==> src/rtl/cdc_hs_tx_pkg.sv <==
// Shared definitions for the source side of the req/ack handshake crossing.
package cdc_hs_tx_pkg;

    // Handshake FSM encoding; IDLE must stay 2'b00 so the reset state is all zeros.
    typedef enum logic [1:0] {
        IDLE        = 2'b00,
        WAIT_ACK_HI = 2'b01,
        WAIT_ACK_LO = 2'b10
    } hs_state_e;

    // Two flops is the minimum that gives ACK_ASYNC a full cycle to resolve metastability.
    localparam int DEFAULT_NUM_STAGES = 2;

endpackage

==> src/rtl/cdc_ack_sync.sv <==
// Single-bit flop chain that brings the destination's ACK into the local clock domain.
// NUM_STAGES must be at least 2; the first flop may go metastable, later ones filter it.
module cdc_ack_sync
    import cdc_hs_tx_pkg::*;
#(
    parameter int NUM_STAGES = DEFAULT_NUM_STAGES
) (
    input  logic CLK,
    input  logic RST,
    input  logic async_i,
    output logic sync_o
);

    logic [NUM_STAGES-1:0] sync_q;

    // Shift the raw input through the chain; clearing to 0 makes a reset look like "ACK low".
    always_ff @(posedge CLK or negedge RST) begin
        if (!RST) begin
            sync_q <= '0;
        end else begin
            sync_q <= {sync_q[NUM_STAGES-2:0], async_i};
        end
    end

    assign sync_o = sync_q[NUM_STAGES-1];

endmodule

==> src/rtl/cdc_hs_tx.sv <==
// Source-domain initiator of a 4-phase req/ack handshake carrying one word per transfer.
// TX_DATA and REQ are both plain flops so the destination never sees a glitch on them,
// and the word is loaded on the same edge that raises REQ.
module cdc_hs_tx
    import cdc_hs_tx_pkg::*;
#(
    parameter int DATA_WIDTH = 8,
    parameter int NUM_STAGES = DEFAULT_NUM_STAGES
) (
    input  logic                  CLK,
    input  logic                  RST,
    input  logic [DATA_WIDTH-1:0] SRC_DATA,
    input  logic                  SRC_VALID,
    output logic                  SRC_READY,
    output logic [DATA_WIDTH-1:0] TX_DATA,
    output logic                  REQ,
    input  logic                  ACK_ASYNC,
    output logic                  DONE
);

    hs_state_e             state_q, state_d;
    logic                  req_q, req_d;
    logic                  done_q, done_d;
    logic [DATA_WIDTH-1:0] tx_data_q, tx_data_d;
    logic                  ack_s;
    logic                  accept;

    // The raw ACK is only ever consumed through this synchronizer.
    cdc_ack_sync #(
        .NUM_STAGES(NUM_STAGES)
    ) u_ack_sync (
        .CLK    (CLK),
        .RST    (RST),
        .async_i(ACK_ASYNC),
        .sync_o (ack_s)
    );

    // A lingering ACK from an earlier cycle (e.g. after a local reset) blocks new requests.
    assign SRC_READY = (state_q == IDLE) && !ack_s;
    assign accept    = SRC_VALID && SRC_READY;

    // Next-state logic: raise REQ on accept, drop it once ACK is seen, finish when ACK clears.
    always_comb begin
        state_d   = state_q;
        req_d     = req_q;
        tx_data_d = tx_data_q;
        done_d    = 1'b0;
        case (state_q)
            IDLE: begin
                if (accept) begin
                    tx_data_d = SRC_DATA;
                    req_d     = 1'b1;
                    state_d   = WAIT_ACK_HI;
                end
            end
            WAIT_ACK_HI: begin
                if (ack_s) begin
                    req_d   = 1'b0;
                    state_d = WAIT_ACK_LO;
                end
            end
            WAIT_ACK_LO: begin
                if (!ack_s) begin
                    done_d  = 1'b1;
                    state_d = IDLE;
                end
            end
            default: begin
                req_d   = 1'b0;
                state_d = IDLE;
            end
        endcase
    end

    // State, request, data and completion flops; reset drops REQ without waiting for a clock.
    always_ff @(posedge CLK or negedge RST) begin
        if (!RST) begin
            state_q   <= IDLE;
            req_q     <= 1'b0;
            done_q    <= 1'b0;
            tx_data_q <= '0;
        end else begin
            state_q   <= state_d;
            req_q     <= req_d;
            done_q    <= done_d;
            tx_data_q <= tx_data_d;
        end
    end

    assign REQ     = req_q;
    assign DONE    = done_q;
    assign TX_DATA = tx_data_q;

endmodule

==> config.mk <==
export PLATFORM = sky130hd
export DESIGN_NAME = cdc_hs_tx
export DESIGN_NICKNAME = d
export VERILOG_FILES = /design/src/rtl/cdc_hs_tx_pkg.sv /design/src/rtl/cdc_ack_sync.sv /design/src/rtl/cdc_hs_tx.sv
export SDC_FILE = /design/constraint.sdc
export NUM_CORES = 1
export LEC_CHECK = 0
export ABC_AREA = 0
export CORE_MARGIN = 10
export CORE_UTILIZATION = 39
export DETAILED_ROUTE_END_ITERATION = 16
export PLACE_DENSITY = 0.76
export SLEW_MARGIN = 20
export SYNTH_ARGS = -nofsm -noshare
export SYNTH_HDL_FRONTEND = slang
export SYNTH_SLANG_ARGS = --single-unit
==> constraint.sdc <==
create_clock -name CLK -period 1.6 [get_ports CLK]
set_input_delay 0.32 -clock CLK [delete_from_list [all_inputs] [get_ports CLK]]
set_output_delay 0.32 -clock CLK [all_outputs]
set_load 0.01 [all_outputs]
==> flow_metrics.py, run 1 <==
metrics = {
    "status": {
        "status": "completed",
    },
    "finish": {
        "multi_input_area_um2": 164,
        "mostFrequentLayoutCells": "21 x clkdlybuf4s50_1, 14 x dfrtp_1, 8 x mux2_2, 6 x buf_4, 3 x clkbuf_4",
        "diodes": 0,
        "regArea_um2": 350,
        "fill_cells": 102,
        "layout_commonest_cell": "clkdlybuf4s50_1",
        "drive_gt1_share_pct": 30.8,
        "fin_cells": 80,
        "area_growth_pct": 57.0,
        "nets": 78,
    },
    "critical_path": {
        "crit_arrival_ps": 1180,
        "crit_family": "buffers and inverters",
        "crit_type": "flop to primary output",
        "worstSetupStartpointType": "flop",
        "crit_slowest_cell": "clkdlybuf4s50_1",
        "cp-end-kind": "primary output",
        "path_buf_inv": 1,
        "crit_fanout": 2,
        "worstPathCellList": "clkdlybuf4s50_1",
        "critPathRequiredTime_ps": 1280,
        "cpPeakStageDelay_ps": 550,
    },
    "clocking": {
        "cts_setup_buffers": 0,
        "cts_root_buffer": "clkbuf_4",
        "numCtsBuffers": 3,
        "htree_levels": 1,
        "cts_tree": "built",
        "path_clk_slew_ps": 80,
        "ctsHoldBuffers": 0,
        "ctsResizeCount": 1,
        "clock_sinks": 14,
        "clk_latency_ps": 270,
        "clockBufferDepth": 2,
    },
    "synthesis": {
        "synth_warnings": 0,
        "synth_cell_types": 12,
        "synth_area_per_cell_um2": 15.7,
        "ys_ff_latch": 14,
        "netlist_instances": 34,
        "syn_area_um2": 533,
        "syn_nets": 46,
        "seq_area_frac_synth_pct": 65.7,
    },
    "sta": {
        "fin_worst_skew_ps": 1.43,
        "fin_crit_sh_pct": 93.9,
        "period_minus_slack_ps": 1500,
        "worst_pin_slew_ps": 213,
        "fmax_ghz": 0.665,
        "slew_violations": 0,
        "rsz0062_at_grt": "no",
        "relSlewSlack_pct": 85.8,
        "hold_viol": 0,
        "setup_viol": 0,
        "hold_ws_ps": 343,
    },
    "route": {
        "postRouteAntennaNets": 0,
        "totalWireLength_um": 1240,
        "drc": 0,
        "dr_total_vias": 372,
        "drt_first_iter_violations": 6,
        "via_per_inst": 4.65,
        "wl_per_cell_um": 15.5,
        "first_pass_iters": 4,
    },
    "floorplan": {
        "initial_core_util_pct": 41.0,
        "die_x_um": 57.0,
        "std_cell_rows": 13,
        "io-pin-count": 23,
        "dieArea_um2": 3250,
        "die_h_um": 57.0,
        "core_area_um2": 1300,
    },
    "pwr": {
        "power.total_mw": 1.06,
        "power_density_nw_per_um2": 1260,
        "p_leak_nw": 0.370,
        "ir_drop_mv": 0.697,
    },
    "global_routing": {
        "grt_max_degree": 15,
        "grt_pass1_vias": 430,
        "gr-total-overflow": 0,
        "grt_usage_pct": 7.98,
        "grt_pass1_wl_um": 2090,
        "grt_antenna_before_repair": 0,
    },
    "placement": {
        "place_congestion": 0.683,
        "post-place-cells": 76,
        "io_buffers": 22,
        "dp_hpwl_um": 1000,
    },
    "worst_hold_path": {
        "hp-class": "primary input to async pin",
    },
    "flow_run": {
        "maxCapViolCount": 0,
    },
}
==> stage by stage <==
step,setup TNS (ps),util (%),instance area [um^2],worst slack [ps]
3_3_place_gp,-337,61.9,806,-44.7
6_report,0,64.3,837,97.2
4_1_cts,0,64.6,841,72.4
5_1_grt,0,64.3,837,13.3
3_5_place_dp,-424,61.9,806,-68.2
2_1_floorplan,0,-,533,172
==> routing by layer <==
| metal | track usage (%) | routed length (um) | up-vias |
|---|---|---|---|
| met4 | 3.02 | 0 | 0 |
| met3 | 3.10 | 71 | 0 |
| met5 | 0 | 0 | - |
| li1 | - | - | 180 |
| met2 | 14.9 | 709 | 8 |
| met1 | 7.64 | 455 | 184 |
==> worst register-to-register path, cell delays in order, from the launching register on <==
cell     delay (ps)
dfrtp_1         420
buf_4           170
nor4b_4         230
buf_4           200
mux2_2          350
==> power breakdown <==
| part | switching (mW) | internal, mW | total [mW] |
|---|---|---|---|
| combinational | 0.119 | 0.215 | 0.335 |
| clock | 0.109 | 0.138 | 0.247 |
| sequential | 0.0460 | 0.429 | 0.475 |
| total | 0.274 | 0.783 | 1.06 |
==> sequential cells by signal (all words and copies together) (netlist names) <==
register and count:
DONE 1, REQ 1, TX_DATA 8, state_q 2, u_ack_sync.sync_q 2
==> cell families after synthesis <==
logic type / share of synthesized area [%]
compound gates: 2.58
xor+xnor: 1.64
buf+inv: 3.52
flops: 65.7
mux: 16.9
simple gates: 9.62
==> area by class of cell <==
class,instances,share of cell area (%)
tap,15,2.24
clock buffer,4,4.33
inverter,2,0.897
sequential,14,41.9
timing repair buffer,28,31.1
multi-input combinational,17,19.6
==> synthesized netlist by cell type <==
master   instances  area share, %
dfrtp_1         14             66
mux2_2           8             17
inv_1            2            1.4
nor3_1           2            1.9
a21oi_1          1           0.94
and2_1           1            1.2
buf_6            1            2.1
nor2_1           1           0.70
nor3b_1          1            1.4
nor4b_4          1            4.5
o32ai_1          1            1.6
xor2_1           1            1.6
==> worst paths after layout <==
check                                startpoint              endpoint  slack [ps]  depth (start not counted)
min reg2reg                u_ack_sync.sync_q[0]  u_ack_sync.sync_q[1]         350                          0
max reg2reg                          state_q[0]            TX_DATA[2]         110                          4
min in group CLK           u_ack_sync.sync_q[0]  u_ack_sync.sync_q[1]         350                          0
max in group asynchronous                   RST            TX_DATA[2]        1090                          2
min                                         RST            TX_DATA[7]         340                          2
max                                  TX_DATA[2]            TX_DATA[2]         100                          1
Note: power is estimated with default switching activity, not from simulation.
==> run 2: changes to the inputs <==
--- a/config.mk
+++ b/config.mk
@@ -10,7 +10,6 @@
 export CORE_UTILIZATION = 39
 export DETAILED_ROUTE_END_ITERATION = 16
 export PLACE_DENSITY = 0.76
-export SLEW_MARGIN = 20
 export SYNTH_ARGS = -nofsm -noshare
 export SYNTH_HDL_FRONTEND = slang
 export SYNTH_SLANG_ARGS = --single-unit
==> results of run 2 <==
Same layout as run 1: the final DEF is identical, and so are final timing and power.
==> run 3: changes to the inputs <==
--- a/config.mk
+++ b/config.mk
@@ -6,10 +6,14 @@
 export NUM_CORES = 1
 export LEC_CHECK = 0
 export ABC_AREA = 0
+export CELL_PAD_IN_SITES_DETAIL_PLACEMENT = 0
+export CELL_PAD_IN_SITES_GLOBAL_PLACEMENT = 2
+export CORE_ASPECT_RATIO = 0.8
 export CORE_MARGIN = 10
-export CORE_UTILIZATION = 39
+export CORE_UTILIZATION = 27
+export CTS_BUF_LIST = sky130_fd_sc_hd__clkbuf_8
 export DETAILED_ROUTE_END_ITERATION = 16
-export PLACE_DENSITY = 0.76
+export PLACE_DENSITY = 0.8
 export SYNTH_ARGS = -nofsm -noshare
 export SYNTH_HDL_FRONTEND = slang
 export SYNTH_SLANG_ARGS = --single-unit
==> run 3 against run 2 <==
- sequential cell count stayed put
- fmax is 2.9% higher
- largest power group unchanged
- clock power is 35% higher
- non-clock buffer count is 1 higher
- cell area is 4.9% higher
- critical path depth stayed put
- critical endpoint is now REQ
- worst setup slack better by 42 ps
- largest cell class unchanged
==> flow_metrics.py, run 3 (same netlist as run 1, synthesis figures left out) <==
metrics = {
    "status": {
        "status": "completed",
    },
    "critical_path": {
        "crit_slowest_cell": "clkdlybuf4s50_1",
        "worstPathCellList": "clkdlybuf4s50_1",
        "cp-end-kind": "primary output",
        "reg2reg_from": "state_q[1]",
        "crit_arrival_ps": 1140,
        "crit_fanout": 3,
        "worstSetupStartpointType": "flop",
        "crit_family": "buffers and inverters",
        "worstRegToRegCells": 4,
        "timing.rr.end": "TX_DATA[5]",
        "critPathRequiredTime_ps": 1280,
        "path_buf_inv": 1,
        "cpPeakStageDelay_ps": 540,
        "rrSetupSlack_ps": 150,
        "crit_type": "flop to primary output",
    },
    "pwr": {
        "p_clk_share_pct": 29.2,
        "combPwrFrac_pct": 30.0,
        "p_leak_nw": 0.385,
        "power_frac_seq_pct": 40.9,
        "power.total_mw": 1.14,
        "ir_drop_mv": 0.692,
        "p_sw_share_pct": 24.2,
        "intPower_uw": 868,
        "power_switching_uw": 277,
        "power_density_nw_per_um2": 1300,
    },
    "route": {
        "drc": 0,
        "totalWireLength_um": 1200,
        "postRouteAntennaNets": 0,
        "wl_per_cell_um": 13.3,
        "dr_total_vias": 385,
        "drt_first_iter_violations": 1,
        "first_pass_iters": 2,
        "via_per_inst": 4.28,
    },
    "floorplan": {
        "die_x_um": 69.7,
        "std_cell_rows": 14,
        "core_area_um2": 1870,
        "die_h_um": 59.7,
        "dieArea_um2": 4160,
        "initial_core_util_pct": 28.4,
        "io-pin-count": 23,
    },
    "finish": {
        "multi_input_area_um2": 164,
        "mostFrequentLayoutCells": "21 x clkdlybuf4s50_1, 14 x dfrtp_1, 8 x mux2_2, 7 x buf_4, 4 x clkbuf_8",
        "area_growth_pct": 64.8,
        "layout_commonest_cell": "clkdlybuf4s50_1",
        "drive_gt1_share_pct": 30.3,
        "nets": 79,
        "fill_cells": 178,
        "fin_area_um2": 878,
        "largest_reg_flops": 8,
        "diodes": 0,
        "finalCoreUtilization_pct": 46.9,
        "regArea_um2": 350,
    },
    "global_routing": {
        "grt_pass1_vias": 428,
        "grtUsageMet1_pct": 6.72,
        "grt_use_met2_pct": 9.11,
        "met3_usage_pct": 4.97,
        "grt_usage_pct": 6.28,
        "gr-total-overflow": 0,
        "grt_pass1_wl_um": 2060,
        "grt-busiest-layer": "met2",
        "grt_max_degree": 9,
        "grt_antenna_before_repair": 0,
    },
    "placement": {
        "pre_cts_slack_ps": -76.2,
        "place_area_um2": 825,
        "io_buffers": 22,
        "place_congestion": 0.696,
        "dp_hpwl_um": 982,
    },
    "clocking": {
        "numCtsBuffers": 3,
        "clk_latency_ps": 240,
        "path_clk_slew_ps": 60,
        "cts_tree": "built",
        "cts_root_buffer": "clkbuf_8",
        "clock_sinks": 14,
        "clockBufferDepth": 2,
        "htree_levels": 1,
    },
    "sta": {
        "fin_crit_sh_pct": 91.3,
        "period_minus_slack_ps": 1460,
        "worst_pin_slew_ps": 296,
        "hold_viol": 0,
        "setup_viol": 0,
        "rsz0062_at_grt": "no",
        "relSlewSlack_pct": 80.2,
        "fin_worst_skew_ps": 1.58,
        "tns_ps": 0,
        "layout_setup_ws_ps": 139,
        "fmax_ghz": 0.684,
        "slew_violations": 0,
    },
    "flow_run": {
        "maxCapViolCount": 0,
    },
    "worst_hold_path": {
        "hp-class": "primary input to async pin",
    },
}
-- run 3: worst reg2reg max path, stage by stage (launching register included) --
cell	delay [ps]
dfrtp_1	380
buf_4	160
nor4b_4	250
buf_4	200
mux2_2	350
-- run 3: timing repair --
action	CTS	global route
endpoints found under the setup margin	1	0
hold endpoints to repair	0	0
hold buffers	0	0
buffers inserted	0	0
resized for setup	1	0
-- run 3: cell type report --
| type | instances | area share, % |
|---|---|---|
| clock buffer | 4 | 6.27 |
| inverter | 2 | 0.855 |
| multi-input combinational | 17 | 18.7 |
| sequential | 14 | 39.9 |
| tap | 24 | 3.42 |
| timing repair buffer | 29 | 30.9 |
-- run 3: stage by stage --
step / hold slack [ps] / instances
2_1_floorplan: 24.4 / 34
6_report: 328 / 90
3_3_place_gp: 332 / 86
5_1_grt: 350 / 90
3_5_place_dp: 346 / 86
4_1_cts: 335 / 90
-- run 3: how the worst max path moves through the flow --
| stage | start | endpoint | slack (ps) | cells past startpoint |
|---|---|---|---|---|
| 2_1_floorplan | state_q[0] | TX_DATA[0] | 170 | 3 |
| 3_3_place_gp | SRC_VALID | TX_DATA[4] | -50 | 4 |
| 3_5_place_dp | SRC_VALID | TX_DATA[5] | -80 | 4 |
| 4_1_cts | REQ | REQ | 120 | 1 |
| 5_1_grt | state_q[1] | TX_DATA[5] | 50 | 4 |
| 6_report | REQ | REQ | 140 | 1 |
-- run 3: power by group through the flow --
stage,registers (mW),logic (mW),clock network [mW]
6_report,0.467,0.343,0.334
5_1_grt,0.481,0.374,0.358
4_1_cts,0.471,0.352,0.339
3_5_place_dp,0.476,0.353,0
3_3_place_gp,0.476,0.346,0
2_1_floorplan,0.511,0.0971,0
-- run 3: layer usage --
metal / routed length [um] / part of all wire, % / vias to the layer above
li1: - / - / 182
met3: 156 / 13 / 2
met4: 6 / 0.50 / 0
met1: 524 / 44 / 186
met2: 507 / 42 / 15
met5: 0 / 0 / -
